$ cat src/rtl/gcd_operand_feeder.sv
// gcd_operand_feeder
//   Upstream sequencer for a subtractive GCD core. It accepts one operand
//   pair over a valid/ready handshake and drives the core's shared data_in
//   bus: A with start high for one cycle, then B. It then waits for the core's
//   done level, reports job_done, and holds core_rst for CLR_CYCLES cycles.
//   The core parks in its done state, so this reset returns it to idle.
//   A pair with a zero operand would never terminate. Such a pair is
//   accepted, reported on err_zero and dropped, and the core is not touched.
//
// Parameters
//   W          operand / data_in width
//   CLR_CYCLES cycles core_rst is held after each job (>= 1)
//   TIMEOUT    maximum WAIT cycles before abort (only with GCD_FEED_TIMEOUT_EN)
//
// Optional feature (macro GCD_FEED_TIMEOUT_EN)
//   Defined  : a WAIT-cycle counter aborts a hung job with err_timeout.
//   Undefined: WAIT holds until done or rst; err_timeout is tied low.
//
// Ports
//   clk, rst         clock (rising edge), synchronous active-high reset
//   in_valid/in_ready/in_a/in_b  operand pair handshake
//   data_in, start   to the core operand bus / start
//   done             from the core (level, high until core reset)
//   core_rst         reset to the core
//   busy             job in flight (LOAD_A, LOAD_B, WAIT)
//   job_done, err_zero, err_timeout  one-cycle registered pulses
//   dbg_state        current FSM state (feeder_state_t encoding)
//
// Handshake: a pair transfers on a rising edge where in_valid and in_ready
// are both high. in_ready is high only in IDLE and does not depend on
// in_valid. There is no buffering, so only one job is in flight at a time.

module gcd_operand_feeder #(
  parameter int W          = 16,
  parameter int CLR_CYCLES = 2
`ifdef GCD_FEED_TIMEOUT_EN
  , parameter int TIMEOUT  = 65600
`endif
) (
  input  logic         clk,
  input  logic         rst,
  input  logic         in_valid,
  output logic         in_ready,
  input  logic [W-1:0] in_a,
  input  logic [W-1:0] in_b,
  output logic [W-1:0] data_in,
  output logic         start,
  input  logic         done,
  output logic         core_rst,
  output logic         busy,
  output logic         job_done,
  output logic         err_zero,
  output logic         err_timeout,
  output logic [2:0]   dbg_state
);

  typedef enum logic [2:0] {
    S_CLEAR  = 3'd0,
    S_IDLE   = 3'd1,
    S_LOAD_A = 3'd2,
    S_LOAD_B = 3'd3,
    S_WAIT   = 3'd4
  } feeder_state_t;

  localparam int CW = (CLR_CYCLES > 1) ? $clog2(CLR_CYCLES) : 1;
  localparam logic [CW-1:0] CLR_LAST = CW'(CLR_CYCLES - 1);

  feeder_state_t r_state;
  feeder_state_t w_next;
  logic [CW-1:0] r_clr_cnt;
  logic [W-1:0]  r_a;
  logic [W-1:0]  r_b;
  logic          r_job_done;
  logic          r_err_zero;
  logic          r_err_timeout;

  logic w_accept;
  logic w_zero;
  logic w_clr_last;
  logic w_timeout;

  assign w_accept   = (r_state == S_IDLE) && in_valid;
  assign w_zero     = (in_a == '0) || (in_b == '0);
  assign w_clr_last = (r_clr_cnt == CLR_LAST);

`ifdef GCD_FEED_TIMEOUT_EN
  localparam int TW = (TIMEOUT > 2) ? $clog2(TIMEOUT) : 1;
  localparam logic [TW-1:0] TO_LAST = TW'(TIMEOUT - 1);

  logic [TW-1:0] r_wait_cnt;

  // Counts WAIT cycles. It rests at zero outside WAIT, so every entry to
  // WAIT starts a fresh count.
  always_ff @(posedge clk) begin
    if (rst) begin
      r_wait_cnt <= '0;
    end else if (r_state == S_WAIT) begin
      r_wait_cnt <= r_wait_cnt + 1'b1;
    end else begin
      r_wait_cnt <= '0;
    end
  end

  assign w_timeout = (r_state == S_WAIT) && (r_wait_cnt == TO_LAST);
`else
  assign w_timeout = 1'b0;
`endif

  // State register, clear counter, operand capture and pulse registers.
  always_ff @(posedge clk) begin
    if (rst) begin
      r_state       <= S_CLEAR;
      r_clr_cnt     <= '0;
      r_a           <= '0;
      r_b           <= '0;
      r_job_done    <= 1'b0;
      r_err_zero    <= 1'b0;
      r_err_timeout <= 1'b0;
    end else begin
      r_state <= w_next;

      if (r_state == S_CLEAR && !w_clr_last) begin
        r_clr_cnt <= r_clr_cnt + 1'b1;
      end else begin
        r_clr_cnt <= '0;
      end

      if (w_accept) begin
        r_a <= in_a;
        r_b <= in_b;
      end

      r_job_done    <= (r_state == S_WAIT) && done;
      r_err_zero    <= w_accept && w_zero;
      // A done on the same edge as the timeout takes priority.
      r_err_timeout <= w_timeout && !done;
    end
  end

  // Next-state logic. A done level seen outside WAIT is stale and is ignored.
  always_comb begin
    w_next = r_state;
    case (r_state)
      S_CLEAR:  if (w_clr_last) w_next = S_IDLE;
      S_IDLE:   if (w_accept && !w_zero) w_next = S_LOAD_A;
      S_LOAD_A: w_next = S_LOAD_B;
      S_LOAD_B: w_next = S_WAIT;
      S_WAIT:   if (done || w_timeout) w_next = S_CLEAR;
      default:  w_next = S_CLEAR;
    endcase
  end

  // Moore decodes of the state register.
  always_comb begin
    data_in  = '0;
    start    = 1'b0;
    in_ready = 1'b0;
    busy     = 1'b0;
    core_rst = 1'b0;
    case (r_state)
      S_CLEAR:  core_rst = 1'b1;
      S_IDLE:   in_ready = 1'b1;
      S_LOAD_A: begin
        data_in = r_a;
        start   = 1'b1;
        busy    = 1'b1;
      end
      S_LOAD_B: begin
        data_in = r_b;
        busy    = 1'b1;
      end
      S_WAIT:   busy = 1'b1;
      default:  core_rst = 1'b1;
    endcase
  end

  assign job_done    = r_job_done;
  assign err_zero    = r_err_zero;
  assign err_timeout = r_err_timeout;
  assign dbg_state   = r_state;

endmodule
$ cat config.mk
export PLATFORM = sky130hd
export DESIGN_NAME = gcd_operand_feeder
export DESIGN_NICKNAME = d
export VERILOG_FILES = /design/src/rtl/gcd_operand_feeder.sv
export SDC_FILE = /design/constraint.sdc
export NUM_CORES = 1
export LEC_CHECK = 0
export ABC_CLOCK_PERIOD_IN_PS = 3200
export BUFFER_PORTS_ARGS = -buffer_cell sky130_fd_sc_hd__buf_2
export CORE_MARGIN = 2
export CORE_UTILIZATION = 54
export DETAILED_ROUTE_END_ITERATION = 12
export MAX_ROUTING_LAYER = met4
export PLACE_DENSITY = 0.85
export SLEW_MARGIN = 15
export SYNTH_ARGS = -nofsm -noshare
export SYNTH_HDL_FRONTEND = slang
export SYNTH_SLANG_ARGS = --single-unit
$ cat constraint.sdc
create_clock -name clk -period 3.2 [get_ports clk]
set_clock_uncertainty 0.15 [all_clocks]
set_input_delay 0.32 -clock clk [delete_from_list [all_inputs] [get_ports clk]]
set_output_delay 0.32 -clock clk [all_outputs]
set_load 0.03 [all_outputs]
==> impl_metrics.csv, run 1 <==
group,metric,value,unit
routing,via_per_inst,5.27,
synthesis,netlist_area_before_placement,1880,um^2
synthesis,synth_common_cells,"nand2_1, dfxtp_1, a21oi_2, nand2_2, a22o_1",
synthesis,synth.most_common_cell,"nand2_1",
power,report.power.total,1.24,mW
timing,finalSetupViolCount,0,
power,power.share.switching,0.297,
setup_path,critical_path.startpoint,"dbg_state[1]",
timing,timing.final.hold_violations,0,
synthesis,synth_async_sr_flop_share,0,
synthesis,ys_seq_elements,38,
synthesis,synth.area.top_cells,"dfxtp_1, a21oi_2, nand2_1, a22o_1, nand2_2",
synthesis,synth_top_cell_by_area,"dfxtp_1",
synthesis,synth.yosys.seq_area_share,0.405,
placement,gpl.final_weighted_congestion,0.827,
global_routing,grt_first_pass_wirelength,6890,um
synthesis,mapped_cells,206,
worst_hold_path,hp-start,"in_b[11]",
cts,ctsRootBufferMaster,"clkbuf_4",
final_layout,layout-drive-gt1-share,0.486,
setup_path,worst-endpoint-arrival,2.08,ns
power,p_leak,0.877,nW
cts,htree_num_levels,2,
final_layout,area.sequential,761,um^2
die,effective_utilization_at_floorplan,0.563,
worst_hold_path,holdCritPathClass,"in -> reg",
setup_path,worstPathRequired,2.73,ns
timing,final.setup.worst_slack,0.651,ns
run,max_cap_viol_count,0,
setup_path,path_max_fanout,17,
timing,fmaxAchievable,0.392,GHz
die,placement_rows,21,
cts,post_cts_resized,0,
power,p_per_area,562,nW/um^2
setup_path,crit-reg2reg-capture,"r_b[3]",
power,netSwitchingPower,0.368,mW
final_layout,antennaDiodeCount,0,
routing,drc_errors,0,
synthesis,post_synth.cell_area_avg,9.12,um^2
setup_path,r2r_slack,1.18,ns
placement,preCtsSetupSlack,1.05,ns
setup_path,regToRegStartpoint,"dbg_state[1]",
global_routing,overall_global_routing_usage,0.230,
placement,post-dp-hpwl,2950,um
global_routing,grt_antenna_before_repair,0,
power,share_comb_of_total_power,0.219,
timing,final_min_period_over_clock_period,0.796,
synthesis,synth.top_cell.area_share,0.405,
cts,tritoncts,"built",
cts,cts_buffer_depth,2,
synthesis,synth_enable_flop_cells,0,
die,die_ht,63.0,um
cts,path_clk_slew,0.12,ns
timing,slew-limit-headroom,0.298,
synthesis,synthesis.nets,242,
final_layout,multi_input_area,960,um^2
power,clock_power_share,0.341,
power,peakVddDrop,0.384,mV
routing,wl_per_cell,13.9,um
global_routing,first_global_vias,1506,
final_layout,filler_cell_count,321,
routing,totalWireLength,4230,um
timing,final.hold.worst_slack,0.0484,ns
global_routing,grt-ovfl-total,0,
setup_path,criticalPathCategory,"reg -> out",
die,placeable_core_area,3340,um^2
routing,drt_iter0_markers,162,
setup_path,number_of_cell_instances_on_the_worst_register_to_register_path,4,
cts,clkLatencyLatePin,0.36,ns
power,seqPwrFrac,0.440,
worst_hold_path,whs_endpoint,"r_b[11]",
final_layout,area_growth,17.4,%
timing,worst_margin_slew,1.05,ns
die,pin_count,62,
status,result_of_the_run,"complete, no violations",
power,p_int,0.873,mW
synthesis,synth.lib_cells_used.distinct,31,
routing,detailedRoute.firstPassIterationCount,4,
timing,report.final.slew_viol_count,0,
setup_path,endpoint_kind,"output port",
final_layout,layout.nets,294,
die,die_w,63.0,um
timing,rsz_0062_raised_after_global_routing,"false",
timing,tns,0,ns
routing,drt.antenna.violating_nets,0,
synthesis,dominantRegCellSynth,"dfxtp_1",
die,dieArea,3970,um^2
global_routing,grt_max_degree,33,
worst_hold_path,timing.hold.worst_path_depth,3,
cts,clock_sink_count,38,
synthesis,synthesis.yosys.warnings,0,
cts,cts_inserted_buffers,5,
routing,dr_total_vias,1606,
timing,finalWorstPathRequiredPeriod,2.55,ns
placement,portBuffers,60,
setup_path,setup.worst_path.start_class,"register",
-- critical path, stage by stage, from the launching register on --
cell and delay [ns]:
dfxtp_1 0.60, nand2b_4 0.08, nor2_2 0.59, a22o_1 0.27
buf_2 0.20
-- flip-flops by register name (all words and copies together) (netlist names) --
name,count
dbg_state,3
err_zero,1
job_done,1
r_a,16
r_b,16
r_clr_cnt,1
-- layout make-up --
cell class / instances / area share
clock buffers: 6 / 0.0232
repair buffers: 62 / 0.144
clock inverters: 2 / 0.0272
multi-input cells: 151 / 0.435
well taps: 46 / 0.0261
flip-flops and latches: 38 / 0.345
-- power groups by stage --
stage	sequential (mW)	clock (mW)	combinational, mW
after global placement	0.554	0	0.267
after CTS	0.545	0.429	0.271
after detailed placement	0.556	0	0.270
after floorplan	0.551	0	0.239
after global routing	0.552	0.461	0.295
final	0.546	0.423	0.272
-- cell families after synthesis --
kind of cell,synth area share
DFF,0.405
other,0.00200
and+or+nand+nor,0.266
AOI/OAI and AO/OA,0.238
buffers and inverters,0.0846
xor gates and xnor gates,0.00466
-- layer usage --
metal / global-route usage / share of wire / vias up
met4: 0.0583 / 0.011 / 0
met5: - / 0 / -
met3: 0.0811 / 0.061 / 6
li1: - / - / 805
met2: 0.359 / 0.48 / 49
met1: 0.282 / 0.45 / 746
-- repair_timing --
| item | CTS | global route |
|---|---|---|
| hold endpoints to repair | 0 | 1 |
| buffers inserted | 0 | 0 |
| hold buffers | 0 | 1 |
-- layout by cell type, fill, tap and decap left out, drive strengths merged, types with 2 or more instances in the layout --
cell	n
dfxtp	38
bufinv	2
buf	61
a22o	16
nor4	8
clkbuf	6
nor2	6
nor2b	3
a21oi	33
and2	2
nand4	2
o21ai	2
nand2	68
-- per-stage QoR --
step	instances	util	cell area [um^2]
floorplan	206	-	1880
global placement	296	0.625	2090
CTS	304	0.658	2200
global route	305	0.661	2210
detailed placement	296	0.625	2090
finish	305	0.661	2210
-- worst max path at each step --
stage | to | slack, ns | depth (start not counted)
after CTS | data_in[0] | 0.66 | 4
after global placement | data_in[0] | 1.08 | 4
after detailed placement | data_in[0] | 1.05 | 4
after floorplan | data_in[0] | 1.16 | 5
final | data_in[0] | 0.65 | 4
after global routing | data_in[10] | 0.49 | 4
(Power assumes the default switching activity.)
==> inputs of run 2 (changes only) <==
ABC_CLOCK_PERIOD_IN_PS = 2130   (was 3200)
CORE_UTILIZATION = 45   (was 54)
PLACE_DENSITY = 0.75   (was 0.85)
clock period = 2.13 ns   (was 3.2 ns; I/O delays follow)
==> impl_metrics.csv, run 2 (same netlist as run 1, synthesis figures left out) <==
group,metric,value,unit
setup_path,cp_slowest_cell,"dfxtp_1",
final_layout,layout-drive-gt1-share,0.494,
setup_path,crit-reg2reg-capture,"r_a[10]",
timing,tns,0,ns
routing,drt.antenna.violating_nets,0,
cts,tritoncts,"built",
setup_path,setup.worst_path.start_class,"register",
run,max_cap_viol_count,0,
global_routing,first_global_vias,1415,
global_routing,busiest_layer,"met2",
placement,portBuffers,60,
final_layout,area_growth,17.4,%
final_layout,antennaDiodeCount,0,
placement,gpl.final_weighted_congestion,0.776,
global_routing,grt_antenna_before_repair,0,
global_routing,globalRouteMet3Util,0.0390,
setup_path,critical_path.top_delay_family,"flip-flops",
power,report.power.total,1.73,mW
setup_path,worstPathRequired,1.77,ns
final_layout,final_cell_mix,"buf_2, nand2_1, dfxtp_1",
global_routing,globalRouteMet1Util,0.257,
global_routing,grt_first_pass_wirelength,6540,um
power,peakVddDrop,0.545,mV
setup_path,worst_path_bufs_invs,2,
setup_path,delay_of_the_slowest_cell_on_the_worst_path,0.51,ns
worst_hold_path,hp-start,"rst",
timing,timing.final.hold_violations,0,
die,effective_utilization_at_floorplan,0.470,
die,placement_rows,23,
routing,detailedRoute.firstPassIterationCount,4,
cts,clkLatencyLatePin,0.28,ns
die,pin_count,62,
routing,drc_errors,0,
worst_hold_path,whs_endpoint,"dbg_state[2]",
setup_path,r2r_slack,0.55,ns
setup_path,endpoint_kind,"output port",
global_routing,overall_global_routing_usage,0.195,
setup_path,criticalPathCategory,"reg -> out",
timing,finalSetupViolCount,0,
global_routing,grt_max_degree,33,
routing,via_per_inst,5.14,
worst_hold_path,holdCritPathClass,"in -> reg",
power,p_per_area,784,nW/um^2
routing,dr_total_vias,1597,
routing,totalWireLength,4230,um
die,placeable_core_area,4000,um^2
placement,post-dp-hpwl,3060,um
cts,cts_inserted_buffers,5,
global_routing,grt-ovfl-total,0,
placement,dp_cells,303,
cts,clock_sink_count,38,
setup_path,path_cells,"nand2b_4 > nor2_2 > buf_4 > a22o_1 > buf_2",
cts,path_clk_slew,0.07,ns
routing,drt_iter0_markers,62,
timing,worst_margin_slew,0.526,ns
timing,finalWorstPathRequiredPeriod,1.99,ns
die,die_ht,68.6,um
cts,cts_buffer_depth,2,
cts,ctsRootBufferMaster,"clkbuf_8",
final_layout,stdcell_count,311,
die,die_w,68.6,um
status,result_of_the_run,"complete, no violations",
worst_hold_path,timing.hold.worst_path_depth,2,
cts,htree_num_levels,2,
setup_path,number_of_cell_instances_on_the_worst_register_to_register_path,4,
setup_path,regToRegStartpoint,"dbg_state[1]",
timing,rsz_0062_raised_after_global_routing,"false",
routing,wl_per_cell,13.6,um
cts,post_cts_buffers,0,
global_routing,met2_usage,0.293,
timing,report.final.slew_viol_count,0,
final_layout,layout.nets,296,
setup_path,path_max_fanout,10,
setup_path,worst-endpoint-arrival,1.63,ns
final_layout,mostFrequentLayoutCell,"buf_2",
power,p_leak,0.878,nW
timing,slew-limit-headroom,0.649,
die,dieArea,4710,um^2
timing,fmaxAchievable,0.502,GHz
timing,final_min_period_over_clock_period,0.936,
## run 2: cell count changes in the layout (fill, tap and decap cells not counted)
cell,change
clkbuf_4,-5
clkbuf_8,+5
buf_4,+3
bufinv_16,-2
clkbuf_1,+1
clkinv_2,+1
dfxtp_1,-1
dfxtp_2,+1
dlygate4sd3_1,-1
## run 2: worst register-to-register path, stage by stage (launching register included)
cell     delay, ns
dfxtp_1       0.44
nor2b_4       0.19
and2_4        0.45
nand2_1       0.16
a21oi_2       0.13
## run 2: what timing repair did
item,4_1_cts,5_1_grt
setup endpoints to repair,0,4
hold buffers,0,0
gates resized for setup,0,1
## run 2: power breakdown
| group | switching, mW | leakage [nW] | internal [mW] |
|---|---|---|---|
| clock | 0.230 | 0.0482 | 0.261 |
| combinational | 0.268 | 0.521 | 0.150 |
| sequential | 0.0477 | 0.309 | 0.773 |
| total | 0.546 | 0.878 | 1.18 |
## run 2: how the worst max path moves through the flow
stage                             from     endpoint  slack, ns  depth (start not counted)
after floorplan           dbg_state[1]   data_in[0]       0.20                          5
after global placement    dbg_state[1]   data_in[1]       0.42                          5
after detailed placement  dbg_state[0]   data_in[0]       0.42                          4
after CTS                 dbg_state[0]   data_in[0]       0.10                          4
after global routing      dbg_state[1]  data_in[15]       0.02                          3
final                     dbg_state[2]   data_in[1]       0.14                          5
## run 2: through the flow
step	hold slack [ns]	cell area, um^2	setup WS [ns]	utilization
finish	0.0115	2210	0.136	0.551
global route	0.00315	2210	0.0190	0.551
CTS	0.00229	2200	0.105	0.551
detailed placement	0.301	2110	0.416	0.528
global placement	0.294	2110	0.417	0.528
floorplan	0.190	1880	0.196	-
## run 2: layer usage
| layer | routed length (um) | part of all wire |
|---|---|---|
| met5 | 0 | 0 |
| met4 | 28 | 0.0066 |
| met3 | 212 | 0.050 |
| met2 | 1990 | 0.47 |
| met1 | 1990 | 0.47 |
## run 2: final cells by class
cell class                 instances  area (um^2)
fill                             390         1790
multi-input combinational        151          960
sequential                        38          762
timing repair buffer              64          330
clock buffer                       7         86.3
tap                               50         62.6
clock inverter                     1         5.00
